[src/rtl/lwe_pkg.sv]
// Shared constants and elaboration-time helpers for the LWE encryption datapath.
package lwe_pkg;

    localparam int PLAINTEXT_MODULUS  = 64;
    localparam int PLAINTEXT_WIDTH    = 6;
    localparam int CIPHERTEXT_MODULUS = 1024;
    localparam int CIPHERTEXT_WIDTH   = 21;
    localparam int DIMENSION          = 1;
    localparam int BIG_N              = 30;

    // Scale factor q/p that lifts the plaintext into the high bits of the b row.
    function automatic int lwe_delta(input int q, input int p);
        return q / p;
    endfunction

    // Ceiling log2; returns 0 for values of 0 or 1.
    function automatic int lwe_clog2(input int value);
        int result;
        result = 0;
        while ((1 << result) < value) begin
            result = result + 1;
        end
        return result;
    endfunction

endpackage

[src/rtl/lwe_masked_sum.sv]
// Sum of the public-key entries selected by a mask, wrapping at the entry width.
// The operands are padded to a power of two and reduced by a balanced adder tree.
module lwe_masked_sum
    import lwe_pkg::*;
#(
    parameter int BIG_N            = lwe_pkg::BIG_N,
    parameter int CIPHERTEXT_WIDTH = lwe_pkg::CIPHERTEXT_WIDTH
) (
    input  logic [CIPHERTEXT_WIDTH-1:0] entries [BIG_N-1:0],
    input  logic [BIG_N-1:0]            mask,
    output logic [CIPHERTEXT_WIDTH-1:0] sum
);

    localparam int LEVELS = lwe_clog2(BIG_N);
    localparam int LEAVES = 1 << LEVELS;

    logic [CIPHERTEXT_WIDTH-1:0] leaf [LEAVES-1:0];
    logic [CIPHERTEXT_WIDTH-1:0] tree [LEVELS:0][LEAVES-1:0];

    // Unselected entries and the padding leaves contribute zero.
    for (genvar i = 0; i < LEAVES; i++) begin : g_leaf
        if (i < BIG_N) begin : g_entry
            assign leaf[i] = mask[i] ? entries[i] : '0;
        end else begin : g_pad
            assign leaf[i] = '0;
        end
    end

    // Pairwise reduction, one tree level per outer iteration; carries out of
    // the top bit are dropped so every addition wraps modulo 2^CIPHERTEXT_WIDTH.
    always_comb begin
        for (int l = 0; l <= LEVELS; l++) begin
            for (int j = 0; j < LEAVES; j++) begin
                tree[l][j] = '0;
            end
        end
        for (int j = 0; j < LEAVES; j++) begin
            tree[0][j] = leaf[j];
        end
        for (int l = 1; l <= LEVELS; l++) begin
            for (int j = 0; j < (LEAVES >> l); j++) begin
                tree[l][j] = tree[l-1][2*j] + tree[l-1][2*j+1];
            end
        end
    end

    assign sum = tree[LEVELS][0];

endmodule

[src/rtl/lwe_encrypt.sv]
// Combinational ciphertext-component generator: masked sum of one public-key
// row, plus the scaled plaintext when the row is the final (b) row.
module lwe_encrypt
    import lwe_pkg::*;
#(
    parameter int PLAINTEXT_MODULUS  = lwe_pkg::PLAINTEXT_MODULUS,
    parameter int PLAINTEXT_WIDTH    = lwe_pkg::PLAINTEXT_WIDTH,
    parameter int CIPHERTEXT_MODULUS = lwe_pkg::CIPHERTEXT_MODULUS,
    parameter int CIPHERTEXT_WIDTH   = lwe_pkg::CIPHERTEXT_WIDTH,
    parameter int DIMENSION          = lwe_pkg::DIMENSION,
    parameter int BIG_N              = lwe_pkg::BIG_N
) (
    input  logic                        clk,
    input  logic                        rst_n,
    input  logic [PLAINTEXT_WIDTH-1:0]  plaintext,
    input  logic [CIPHERTEXT_WIDTH-1:0] publickey_row [BIG_N-1:0],
    input  logic [BIG_N-1:0]            noise_select,
    input  logic [DIMENSION:0]          row,
    output logic [CIPHERTEXT_WIDTH-1:0] ciphertext
);

    localparam int ROW_WIDTH = DIMENSION + 1;
    localparam logic [CIPHERTEXT_WIDTH-1:0] DELTA =
        CIPHERTEXT_WIDTH'(lwe_delta(CIPHERTEXT_MODULUS, PLAINTEXT_MODULUS));
    localparam logic [ROW_WIDTH-1:0] LAST_ROW = ROW_WIDTH'(DIMENSION);

    logic [CIPHERTEXT_WIDTH-1:0] masked_sum;
    logic [CIPHERTEXT_WIDTH-1:0] scaled_message;

    // The datapath holds no state; clk and rst_n are only present so the block
    // drops into a clocked controller. Folding them through a constant zero
    // keeps them off every output path, so an X on either cannot leak out.
    logic unused_ok;
    assign unused_ok = &{1'b0, clk, rst_n};

    lwe_masked_sum #(
        .BIG_N            (BIG_N),
        .CIPHERTEXT_WIDTH (CIPHERTEXT_WIDTH)
    ) u_masked_sum (
        .entries (publickey_row),
        .mask    (noise_select),
        .sum     (masked_sum)
    );

    // Only the exact last-row code carries the message; out-of-range codes
    // behave like an "a" row.
    always_comb begin
        scaled_message = '0;
        if (row == LAST_ROW) begin
            scaled_message = CIPHERTEXT_WIDTH'(plaintext) * DELTA;
        end
        ciphertext = masked_sum + scaled_message;
    end

endmodule

[config.mk]
export PLATFORM = sky130hd
export DESIGN_NAME = lwe_encrypt
export DESIGN_NICKNAME = d
export VERILOG_FILES = /design/src/rtl/lwe_pkg.sv /design/src/rtl/lwe_masked_sum.sv /design/src/rtl/lwe_encrypt.sv
export SDC_FILE = /design/constraint.sdc
export NUM_CORES = 1
export LEC_CHECK = 0
export CORE_AREA = 4 4 265 267
export DETAILED_ROUTE_END_ITERATION = 10
export DIE_AREA = 0 0 269 271
export GPL_TIMING_DRIVEN = 0
export PLACE_DENSITY_LB_ADDON = 0.05
export RECOVER_POWER = 100
export SLEW_MARGIN = 5
export SYNTH_ARGS = -nofsm -noshare
export SYNTH_HDL_FRONTEND = slang
export SYNTH_SLANG_ARGS = --single-unit
[constraint.sdc]
create_clock -name vclk -period 10.35
set_input_delay 1.5525 -clock vclk [all_inputs]
set_output_delay 1.5525 -clock vclk [all_outputs]
set_load 0.005 [all_outputs]
After elaboration in Yosys (flattened, before gate mapping)
Cells that the tools add are included.
{"block": "op_classes", "n_mul": 0, "n_shift": 0, "addsub": 30, "div": 0, "mux": 31, "n_eq_ne": 1, "order_cmp": 0, "reduce_logical": 0, "bitwise": 0}
{"operator": "two-way mux 21 bit", "n": 30}
{"operator": "adder 21 bit", "n": 29}
{"operator": "adder 21 x 10 -> 21 bit", "n": 1}
{"operator": "two-way mux 10 bit", "n": 1}
{"operator": "== test 2 x 1 -> 1 bit, second input constant", "n": 1}
{"block": "totals", "ff_bits": 0, "elab_cells": 62, "memories": 0, "ram_bits": 0, "rom_bits": 0, "latch_bits": 0}

Logic depth before layout (Yosys ltp)
Gate-level depths: netlist (run 1).
{"block": "logic_depth", "ltp_word": 7, "depth_mapped": 27}

By module
From an unflattened synthesis (run 1), not the netlist that was laid out.
{"block": "hier_totals", "cells_unflattened": 1997, "hier_area_um2": 17852.1}
{"module": "lwe_masked_sum", "seq_area_each_um2": 0.0, "instances": 1, "cells_per_inst": 1936, "area_each_um2": 17377.9}
{"module": "lwe_encrypt", "seq_area_each_um2": 0.0, "instances": 1, "cells_per_inst": 61, "area_each_um2": 474.2}

Least setup slack after synthesis (run 1)
No wires, ideal clock.
{"block": "synth_path", "path_kind": "input to output", "startpoint": "input port noise_select[23]", "endpoint": "output port ciphertext[19]", "required_time_ns": 8.797, "t_arrival_ns": 7.858, "path_slack_ns": 0.940, "path_stages": 26, "path_cell_list": "clkbuf_1 -> nand2_1 -> fa_1 -> inv_1 -> fa_1 -> inv_1 -> fa_1 -> inv_1 -> fa_1 -> inv_1 -> fa_1 -> fa_1 -> fa_1 -> fa_1 -> inv_1 -> ha_1 -> inv_1 -> fa_1 -> nand2b_1 -> a21boi_0 -> o21ai_0 -> a21o_1 -> nand2_1 -> a221o_1 -> a21oi_1 -> xnor2_1"}
{"block": "synth_between", "elab_chain_len": 7}
{"item": "from (decl)", "line_no": "lwe_encrypt.sv:17", "source": "input logic [BIG_N-1:0] noise_select,"}
{"item": "two-way mux 21 bit", "line_no": "lwe_masked_sum.sv:23", "source": "assign leaf[i] = mask[i] ? entries[i] : '0;"}
{"item": "adder 21 bit (5 in series)", "line_no": "lwe_masked_sum.sv:42", "source": "tree[l][j] = tree[l-1][2*j] + tree[l-1][2*j+1];"}
{"item": "adder 21 x 10 -> 21 bit", "line_no": "lwe_encrypt.sv:52", "source": "ciphertext = masked_sum + scaled_message;"}
{"item": "to (decl)", "line_no": "lwe_encrypt.sv:19", "source": "output logic [CIPHERTEXT_WIDTH-1:0] ciphertext"}
Every way passes these cells.

Worst setup path in the final report (run 1)
{"block": "layout_path", "startpoint": "input port noise_select[15]", "endpoint": "output port ciphertext[12]"}
Same word-level chain as after synthesis.

==> results.md, run 1 <==
* Relative slew margins at 0.4235
* # setup viols final at 0
* Mapped Nets at 3182
* Std-Cell Rows at 96
* Peak fanout along the critical path at 10
* Cells on Worst Hold Path at 9
* Total Die Area at 72900 um^2
* Post-detail-place hpwl at 80960 um
* Effective utilization at floorplan at 0.2517
* Layout Utilization at 0.3820
* Initial antenna violation count at 33
* Max-cap violations at 0
* Layout filler cell count at 7025
* Die Span X at 269 um
* Total I/O pin count at 691
* Violation count after the first detailed-route iteration at 564
* Cell with the most instances after synthesis: sky130_fd_sc_hd__nand2_1
* Area growth from synthesis to layout at 51.76%
* DR pass1 iterations at 4
* Count of synthesis-stage warnings from yosys at 0
* Post-synthesis cell area at 17140 um^2
* Worst-case hold slack at 4.387 ns
* Detailed-route vias per instance at 4.174
* Area taken by flip-flops and latches at 0 um^2
* Worst Min Path Start: noise_select[18]
* Kind of end point of the critical path: output pin
* GRT Util Overall at 0.2341
* Seq/Total Area, Yosys at 0
* Die height at 271 um
* Top cells by instance count after synthesis: sky130_fd_sc_hd__nand2_1, sky130_fd_sc_hd__fa_1, sky130_fd_sc_hd__inv_1, sky130_fd_sc_hd__and2_1, sky130_fd_sc_hd__xnor2_1
* Post-synthesis cell count at 1925
* Final Max Slew Viols at 0
* Max Clock Freq at 98.96 MHz
* Total gr overflow at 0
* Placer congestion estimate at 0.9231
* Mapped Avg Cell Area at 8.905 um^2
* Fraction of layout instances using a drive strength above 1 at 0.04692
* Worst EP arrival at 8.55 ns
* Final routed DRC violation total at 0
* Core area at 68110 um^2
* Portion of synthesized cell area occupied by the leading cell type at 0.6318
* Final hold vios at 0
* Final Net Count at 3902
* Vias in the first global route at 17450
* Cell type with the highest aggregate area in the netlist: sky130_fd_sc_hd__fa_1
* WL per Instance at 24.56 um
* Measured slew at the worst slew-check pin at 0.8647 ns
* Req. time, crit path at 8.80 ns
* Maximum number of pins on one net before global-route repair at 11
* Final clock period utilization by the worst path at 0.9763
* WL final at 87010 um
* Type of the setup path with the least slack: in -> out
* Count of sequential standard cells at 0
* Post-CTS Hold Buffers at 0
* Port buffer count at 689
* Clock buffer instance count of the final layout at 0
* Time the worst path needs with I/O delays and setup at 10.10 ns
* Footprint of the multi-input gates at 15080 um^2
* Startpoint Class: input port
* Synth unique cells at 23
* Setup TNS at 0 ns
* Source of the critical timing path: noise_select[15]
* Global-route wire length before repair at 120600 um
* Run status: complete, no violations
* Classification of the worst-slack hold path: in -> out
* Top cells by area in the synthesized netlist: sky130_fd_sc_hd__fa_1, sky130_fd_sc_hd__nand2_1, sky130_fd_sc_hd__inv_1, sky130_fd_sc_hd__and2_1, sky130_fd_sc_hd__ha_1
* Count of vias placed by the detailed router at 14790
* Antenna-violating nets left at 0
-- through the flow --
step	cell area (um^2)	worst slack [ns]	cells
after global placement	25140	-1.617	3496
after global routing	26010	-0.0005915	3541
after detailed placement	25140	-1.501	3496
final	26020	0.2451	3543
after CTS	25860	0.0001901	3521
after floorplan	17140	0.9397	1925
-- path summary, 6_finish.rpt --
kind | end | slack (ns)
setup / recovery | ciphertext[12] | 0.25
hold / removal | ciphertext[20] | 4.39
-- worst max-delay path, cell delays in order --
cell and delay [ns]:
sky130_fd_sc_hd__clkdlybuf4s15_1 0.36, sky130_fd_sc_hd__clkbuf_8 0.28, sky130_fd_sc_hd__nand2_1 0.08, sky130_fd_sc_hd__fa_1 0.48, sky130_fd_sc_hd__fa_1 0.61, sky130_fd_sc_hd__inv_1 0.06, sky130_fd_sc_hd__fa_1 0.48, sky130_fd_sc_hd__inv_1 0.05
sky130_fd_sc_hd__fa_1 0.50, sky130_fd_sc_hd__inv_1 0.05, sky130_fd_sc_hd__fa_1 0.58, sky130_fd_sc_hd__fa_1 0.46, sky130_fd_sc_hd__fa_1 0.50, sky130_fd_sc_hd__inv_1 0.05, sky130_fd_sc_hd__fa_1 0.52, sky130_fd_sc_hd__inv_1 0.05
sky130_fd_sc_hd__ha_1 0.28, sky130_fd_sc_hd__a21oi_2 0.17, sky130_fd_sc_hd__o211ai_1 0.14, sky130_fd_sc_hd__nand2b_4 0.19, sky130_fd_sc_hd__a21o_1 0.18, sky130_fd_sc_hd__a21oi_1 0.17, sky130_fd_sc_hd__xnor2_1 0.13, sky130_fd_sc_hd__clkdlybuf4s50_1 0.60
-- repair_timing --
item	CTS	global route
setup buffers	25	2
pin swaps	6	8
gates cloned	0	2
setup endpoints to repair	16	12
gates resized for setup	219	67
-- per-layer routing --
layer / track usage / up-vias / routed length, um
met5: 0 / - / 135
met4: 0.05090 / 20 / 1467
met3: 0.04629 / 72 / 5638
met2: 0.4231 / 456 / 45440
met1: 0.2879 / 7495 / 34330
li1: - / 6746 / -
-- placed cells by master, fill, tap and decap left out, types with 3 or more instances in the layout --
master	synthesis	final
sky130_fd_sc_hd__buf_6	0	7
sky130_fd_sc_hd__buf_8	0	15
sky130_fd_sc_hd__dlygate4sd3_1	0	9
sky130_fd_sc_hd__clkdlybuf4s15_1	0	3
sky130_fd_sc_hd__o21ai_0	5	3
sky130_fd_sc_hd__xnor2_1	62	62
sky130_fd_sc_hd__and2_1	99	99
sky130_fd_sc_hd__a21o_1	5	5
sky130_fd_sc_hd__nand2_1	546	544
sky130_fd_sc_hd__fa_2	0	17
sky130_fd_sc_hd__ha_1	46	46
sky130_fd_sc_hd__buf_4	0	30
sky130_fd_sc_hd__buf_2	0	3
sky130_fd_sc_hd__dlygate4sd2_1	0	11
sky130_fd_sc_hd__xor2_1	12	12
sky130_fd_sc_hd__a21oi_1	10	7
sky130_fd_sc_hd__diode_2	0	18
sky130_fd_sc_hd__dlymetal6s2s_1	0	12
sky130_fd_sc_hd__fa_1	541	524
sky130_fd_sc_hd__clkbuf_2	0	10
sky130_fd_sc_hd__inv_1	519	518
sky130_fd_sc_hd__nand3_1	3	3
sky130_fd_sc_hd__clkdlybuf4s50_1	0	645
sky130_fd_sc_hd__clkbuf_1	60	4
sky130_fd_sc_hd__clkbuf_8	0	26
-- cells by family (layout without fill, tap and decap cells) --
logic type,count (synthesis),after routing,share of synthesized area
compound gates,27,27,0.009853
xor+xnor,74,74,0.03781
fa+ha+maj,587,587,0.6654
buf+inv,579,1297,0.1268
other cells,0,18,0
simple gates,658,658,0.1602
-- layout make-up --
type	count	area share
Inverter	519	0.07488
Antenna cell	18	0.001731
Tap cell	882	0.04242
Timing Repair Buffer	718	0.2724
Multi-Input combinational cell	1346	0.5798
Buffer	60	0.02876
Power of run 1 is not shown: default switching activity piles up to over one toggle a cycle in this logic, so the estimate is an artifact.
==> run 2, diff against run 1 <==
GPL_ROUTABILITY_DRIVEN = 0   (was not set)
PLACE_DENSITY_LB_ADDON = not set   (was 0.05)
==> run 2 against run 1 <==
- cell area grew 1.1%
- core utilization increased by 0.42 points
- cell count rose by 0.14%
- sequential cell count unchanged
- setup slack got worse by 0.073 ns
- clock-buffer cell count unchanged
- worst hold slack lost 0.026 ns
- die area unchanged
- critical path depth rose by 2
- critical path type unchanged
==> results.md, run 2 (same netlist as run 1, synthesis figures left out) <==
* Run status: complete, no violations
* Worst slack at placement at -2.041 ns (-0.5405 ns)
* Relative slew margins at 0.2999 (-0.1236)
* Die height at 271 um (unchanged)
* Startpoint Class: input port
* Post-route worst setup slack at 0.1722 ns (-0.07293 ns)
* Final Max Slew Viols at 0 (unchanged)
* Final clock period utilization by the worst path at 0.9834 (+0.007046)
* Final Net Count at 3916 (+0.36%)
* Area taken by flip-flops and latches at 0 um^2 (unchanged)
* Final instance area at 26300 um^2 (+1.1%)
* Peak fanout along the critical path at 10 (unchanged)
* WL per Instance at 24.86 um (+1.2%)
* Vias in the first global route at 17410 (-0.23%)
* Count of sequential standard cells at 0 (unchanged)
* GRT Max-Usage Layer: met2
* Global Route met2 Usage at 0.3983 (-0.02478)
* Total gr overflow at 0 (unchanged)
* Classification of the worst-slack hold path: in -> out
* Initial antenna violation count at 17 (-48%)
* Core area at 68110 um^2 (unchanged)
* Area growth from synthesis to layout at 53.44%
* Final hold vios at 0 (unchanged)
* DR pass1 iterations at 5 (+1)
* Req. time, crit path at 8.80 ns (about the same)
* Most common cell after layout, fill and taps aside: sky130_fd_sc_hd__clkdlybuf4s50_1
* Clock buffer instance count of the final layout at 0 (unchanged)
* Die Span X at 269 um (unchanged)
* Std-Cell Rows at 96 (unchanged)
* Met1 track demand over resource in global routing at 0.3062 (+0.01837)
* Fraction of layout instances using a drive strength above 1 at 0.06248 (+0.01556)
* Global-route wire length before repair at 121800 um (+0.94%)
* Total Die Area at 72900 um^2 (unchanged)
* Kind of end point of the critical path: output pin
* Maximum number of pins on one net before global-route repair at 11 (unchanged)
* GR Layer Usage met3 at 0.04702 (+0.0007275)
* # setup viols final at 0 (unchanged)
* Time the worst path needs with I/O delays and setup at 10.18 ns (+0.07293 ns)
* Total I/O pin count at 691 (unchanged)
* WL final at 88220 um (+1.4%)
* Post-detail-place hpwl at 80200 um (-0.94%)
* Antenna-violating nets left at 0 (unchanged)
* Measured slew at the worst slew-check pin at 1.043 ns (+0.1780 ns)
* Count of vias placed by the detailed router at 15190 (+2.7%)
* Port buffer count at 689 (unchanged)
* Max-cap violations at 0 (unchanged)
* Post-CTS Hold Buffers at 0 (unchanged)
* Effective utilization at floorplan at 0.2517 (unchanged)
* Worst EP arrival at 8.63 ns (+0.08 ns)
* Placed instance area at 25140 um^2 (unchanged)
* Final routed DRC violation total at 0 (unchanged)
* Type of the setup path with the least slack: in -> out
* RSZ-0062 raised after global routing: yes
* Max Clock Freq at 98.25 MHz (-0.72%)
* Detailed-route vias per instance at 4.280 (+2.5%)
* Violation count after the first detailed-route iteration at 665 (+18%)
* Highest-count cells in the layout ignoring fill and taps: sky130_fd_sc_hd__clkdlybuf4s50_1, sky130_fd_sc_hd__nand2_1, sky130_fd_sc_hd__inv_1
* GRT Util Overall at 0.2377 (+0.003542)
-- run 2: cell types whose count changed in the layout (fill, tap and decap cells not counted), sizes merged --
| cell | change |
|---|---|
| clkbuf | +22 |
| diode | -9 |
| dlymetal6s2s | -4 |
| buf | -3 |
| clkdlybuf4s15 | -2 |
| dlygate4sd2 | +2 |
| dlygate4sd3 | -1 |
-- run 2: worst paths after layout --
kind | from | end | cells past startpoint
setup / recovery | noise_select[18] | ciphertext[20] | 26
hold / removal | noise_select[21] | ciphertext[20] | 9
-- run 2: layer usage --
layer,wire [um],vias up
met5,86,-
met4,3312,12
met3,6283,126
met2,42020,662
met1,36510,7618
li1,-,6767
-- run 2: worst max-delay path: stages --
cell and delay [ns]:
sky130_fd_sc_hd__clkdlybuf4s15_1 0.31, sky130_fd_sc_hd__clkbuf_8 0.27, sky130_fd_sc_hd__nand2_1 0.09, sky130_fd_sc_hd__fa_1 0.53, sky130_fd_sc_hd__fa_1 0.51, sky130_fd_sc_hd__inv_1 0.10, sky130_fd_sc_hd__fa_1 0.55, sky130_fd_sc_hd__inv_1 0.06
sky130_fd_sc_hd__fa_1 0.50, sky130_fd_sc_hd__inv_1 0.06, sky130_fd_sc_hd__fa_1 0.58, sky130_fd_sc_hd__fa_1 0.44, sky130_fd_sc_hd__fa_1 0.49, sky130_fd_sc_hd__inv_1 0.06, sky130_fd_sc_hd__fa_1 0.52, sky130_fd_sc_hd__inv_1 0.06
sky130_fd_sc_hd__ha_1 0.28, sky130_fd_sc_hd__a21oi_2 0.18, sky130_fd_sc_hd__o211ai_1 0.19, sky130_fd_sc_hd__nand2b_4 0.21, sky130_fd_sc_hd__nand2b_4 0.10, sky130_fd_sc_hd__nand2_2 0.10, sky130_fd_sc_hd__a221oi_4 0.31, sky130_fd_sc_hd__o21ai_1 0.14
sky130_fd_sc_hd__xnor2_1 0.24, sky130_fd_sc_hd__buf_2 0.19
-- run 2: stage by stage --
step | hold WS, ns | std cells | utilization | setup TNS (ns)
after floorplan | 3.722 | 1925 | - | 0
after global placement | 4.708 | 3496 | 0.3692 | -21.09
after detailed placement | 4.679 | 3496 | 0.3692 | -20.85
after CTS | 4.348 | 3536 | 0.3847 | -0.006342
after global routing | 4.416 | 3547 | 0.3862 | -0.04497
final | 4.360 | 3548 | 0.3862 | 0
-- run 2: repair_timing --
action,CTS,global route
gates cloned,1,0
pin swaps,23,28
gates resized for setup,249,60
buffers inserted,39,3
endpoints found under the setup margin,17,11
hold endpoints to repair,0,0
-- run 2: layout make-up --
type,count,area (um^2)
diodes,9,22.52
plain buffers,60,852.1
inverters,519,1948
well taps,882,1104
multi-input cells,1346,15190
fillers,6986,41800
repair buffers,732,7192
Power of run 2 is left out for the same reason.
==> run 3, diff against run 2 <==
==> constraint.sdc (replaced) <==
create_clock -name vclk -period 10.35
set_input_delay 1.035 -clock vclk [all_inputs]
set_output_delay 1.035 -clock vclk [all_outputs]
set_load 0.005 [all_outputs]
==> run 3 against run 2 <==
- first-iteration DRC count is 10% lower
- die area stayed put
- largest cell class unchanged
- critical path type unchanged
- routed wire length is 2.2% lower
- core utilization is 1.4 points lower
==> results.md, run 3 (same netlist as run 1, synthesis figures left out) <==
* Run status: complete, no violations
* Initial antenna violation count at 18 (+1)
* Kind of end point of the critical path: output pin
* Core area at 68110 um^2 (unchanged)
* WL final at 86260 um (-2.2%)
* Most common cell after layout, fill and taps aside: sky130_fd_sc_hd__clkdlybuf4s50_1
* Standard cell with the maximum stage delay on the critical path: sky130_fd_sc_hd__clkdlybuf4s50_1
* Max Clock Freq at 99.35 MHz (+1.1%)
* Worst slack at placement at -1.006 ns (+1.035 ns)
* Highest-count cells in the layout ignoring fill and taps: sky130_fd_sc_hd__clkdlybuf4s50_1, sky130_fd_sc_hd__nand2_1, sky130_fd_sc_hd__fa_1
* Die Span X at 269 um (unchanged)
* DR pass1 iterations at 5 (unchanged)
* Final routed DRC violation total at 0 (unchanged)
* Final Net Count at 3873 (-1.1%)
* Crit path buf inv count at 9 (+1)
* Final clock period utilization by the worst path at 0.9725 (-0.01089)
* Layout Utilization at 0.3727 (-0.01350)
* Detailed-route vias per instance at 4.279 (about the same)
* Port buffer count at 689 (unchanged)
* Post-CTS Hold Buffers at 0 (unchanged)
* Time the worst path needs with I/O delays and setup at 10.07 ns (-0.1127 ns)
* Final hold vios at 0 (unchanged)
* WL per Instance at 24.60 um (-1.1%)
* Total gr overflow at 0 (unchanged)
* Count of vias placed by the detailed router at 15000 (-1.2%)
* Clock buffer instance count of the final layout at 0 (unchanged)
* Layout filler cell count at 7057 (+1.0%)
* Post-route worst setup slack at 0.2849 ns (+0.1127 ns)
* Classification of the worst-slack hold path: in -> out
* Vias in the first global route at 17120 (-1.7%)
* Post-Layout Cell Count at 3506 (-1.2%)
* Die height at 271 um (unchanged)
* Measured slew at the worst slew-check pin at 1.055 ns (+0.01188 ns)
* Post-detail-place hpwl at 80200 um (unchanged)
* Total I/O pin count at 691 (unchanged)
* Maximum number of pins on one net before global-route repair at 11 (unchanged)
* Max-cap violations at 0 (unchanged)
* Critical path's top delay family: adder cells
* Cells on Worst Hold Path at 9 (unchanged)
* Global-route wire length before repair at 119400 um (-1.9%)
* Violation count after the first detailed-route iteration at 598 (-10%)
* Cell depth of the worst setup path at 28 (+7.7%)
* Area taken by flip-flops and latches at 0 um^2 (unchanged)
* Most repeated library cell on the critical path: sky130_fd_sc_hd__fa_1
* GRT Util Overall at 0.2325 (-0.005120)
* Antenna-violating nets left at 0 (unchanged)
* Peak fanout along the critical path at 10 (unchanged)
* Fraction of layout instances using a drive strength above 1 at 0.02142 (-0.04105)
* Area growth from synthesis to layout at 48.08%
* Placed Cells at 3496 (unchanged)
* Effective utilization at floorplan at 0.2517 (unchanged)
* Req. time, crit path at 9.32 ns (+0.52 ns)
* Startpoint Class: input port
* Final Max Slew Viols at 0 (unchanged)
* # setup viols final at 0 (unchanged)
* Type of the setup path with the least slack: in -> out
* Total Die Area at 72900 um^2 (unchanged)
* RSZ-0062 raised after global routing: no
* Relative slew margins at 0.2970 (-0.002925)
* Count of sequential standard cells at 0 (unchanged)
* Std-Cell Rows at 96 (unchanged)
* Stage delay of the slowest cell on the critical path at 0.57 ns (about the same)
* Worst EP arrival at 9.03 ns (+0.40 ns)
run 3: layout make-up:
cell class	count	area, um^2	area share
timing repair buffer	689	6893	0.2715
multi-input combinational	1346	15000	0.5910
buffer	60	411.6	0.01622
inverter	519	1948	0.07675
antenna	10	25.02	0.0009858
tap	882	1104	0.04347
run 3: path summary, 6_finish.rpt:
path                          startpoint             end  slack [ns]
worst max-delay path    noise_select[24]  ciphertext[17]        0.28
worst min-delay path  publickey_row[461]  ciphertext[20]        3.41
run 3: metal layers:
metal,up-vias,global-route usage,share of wire
met5,-,0,0.00093
met4,12,0.07250,0.031
met3,110,0.04884,0.075
met2,656,0.3886,0.48
met1,7533,0.3020,0.42
li1,6690,-,-
run 3: per-stage QoR:
step | hold slack (ns) | instance area, um^2 | setup TNS (ns)
floorplan | 2.687 | 17140 | 0
global placement | 3.673 | 25140 | -5.997
detailed placement | 3.644 | 25140 | -5.803
CTS | 3.659 | 25330 | 0
global route | 3.472 | 25380 | 0
finish | 3.408 | 25380 | 0
run 3: timing repair:
item	CTS	global route
hold endpoints to repair	0	0
endpoints found under the setup margin	11	7
resized for setup	83	29
buffers inserted	0	0
pin swaps	0	1
Power of run 3 is left out for the same reason.
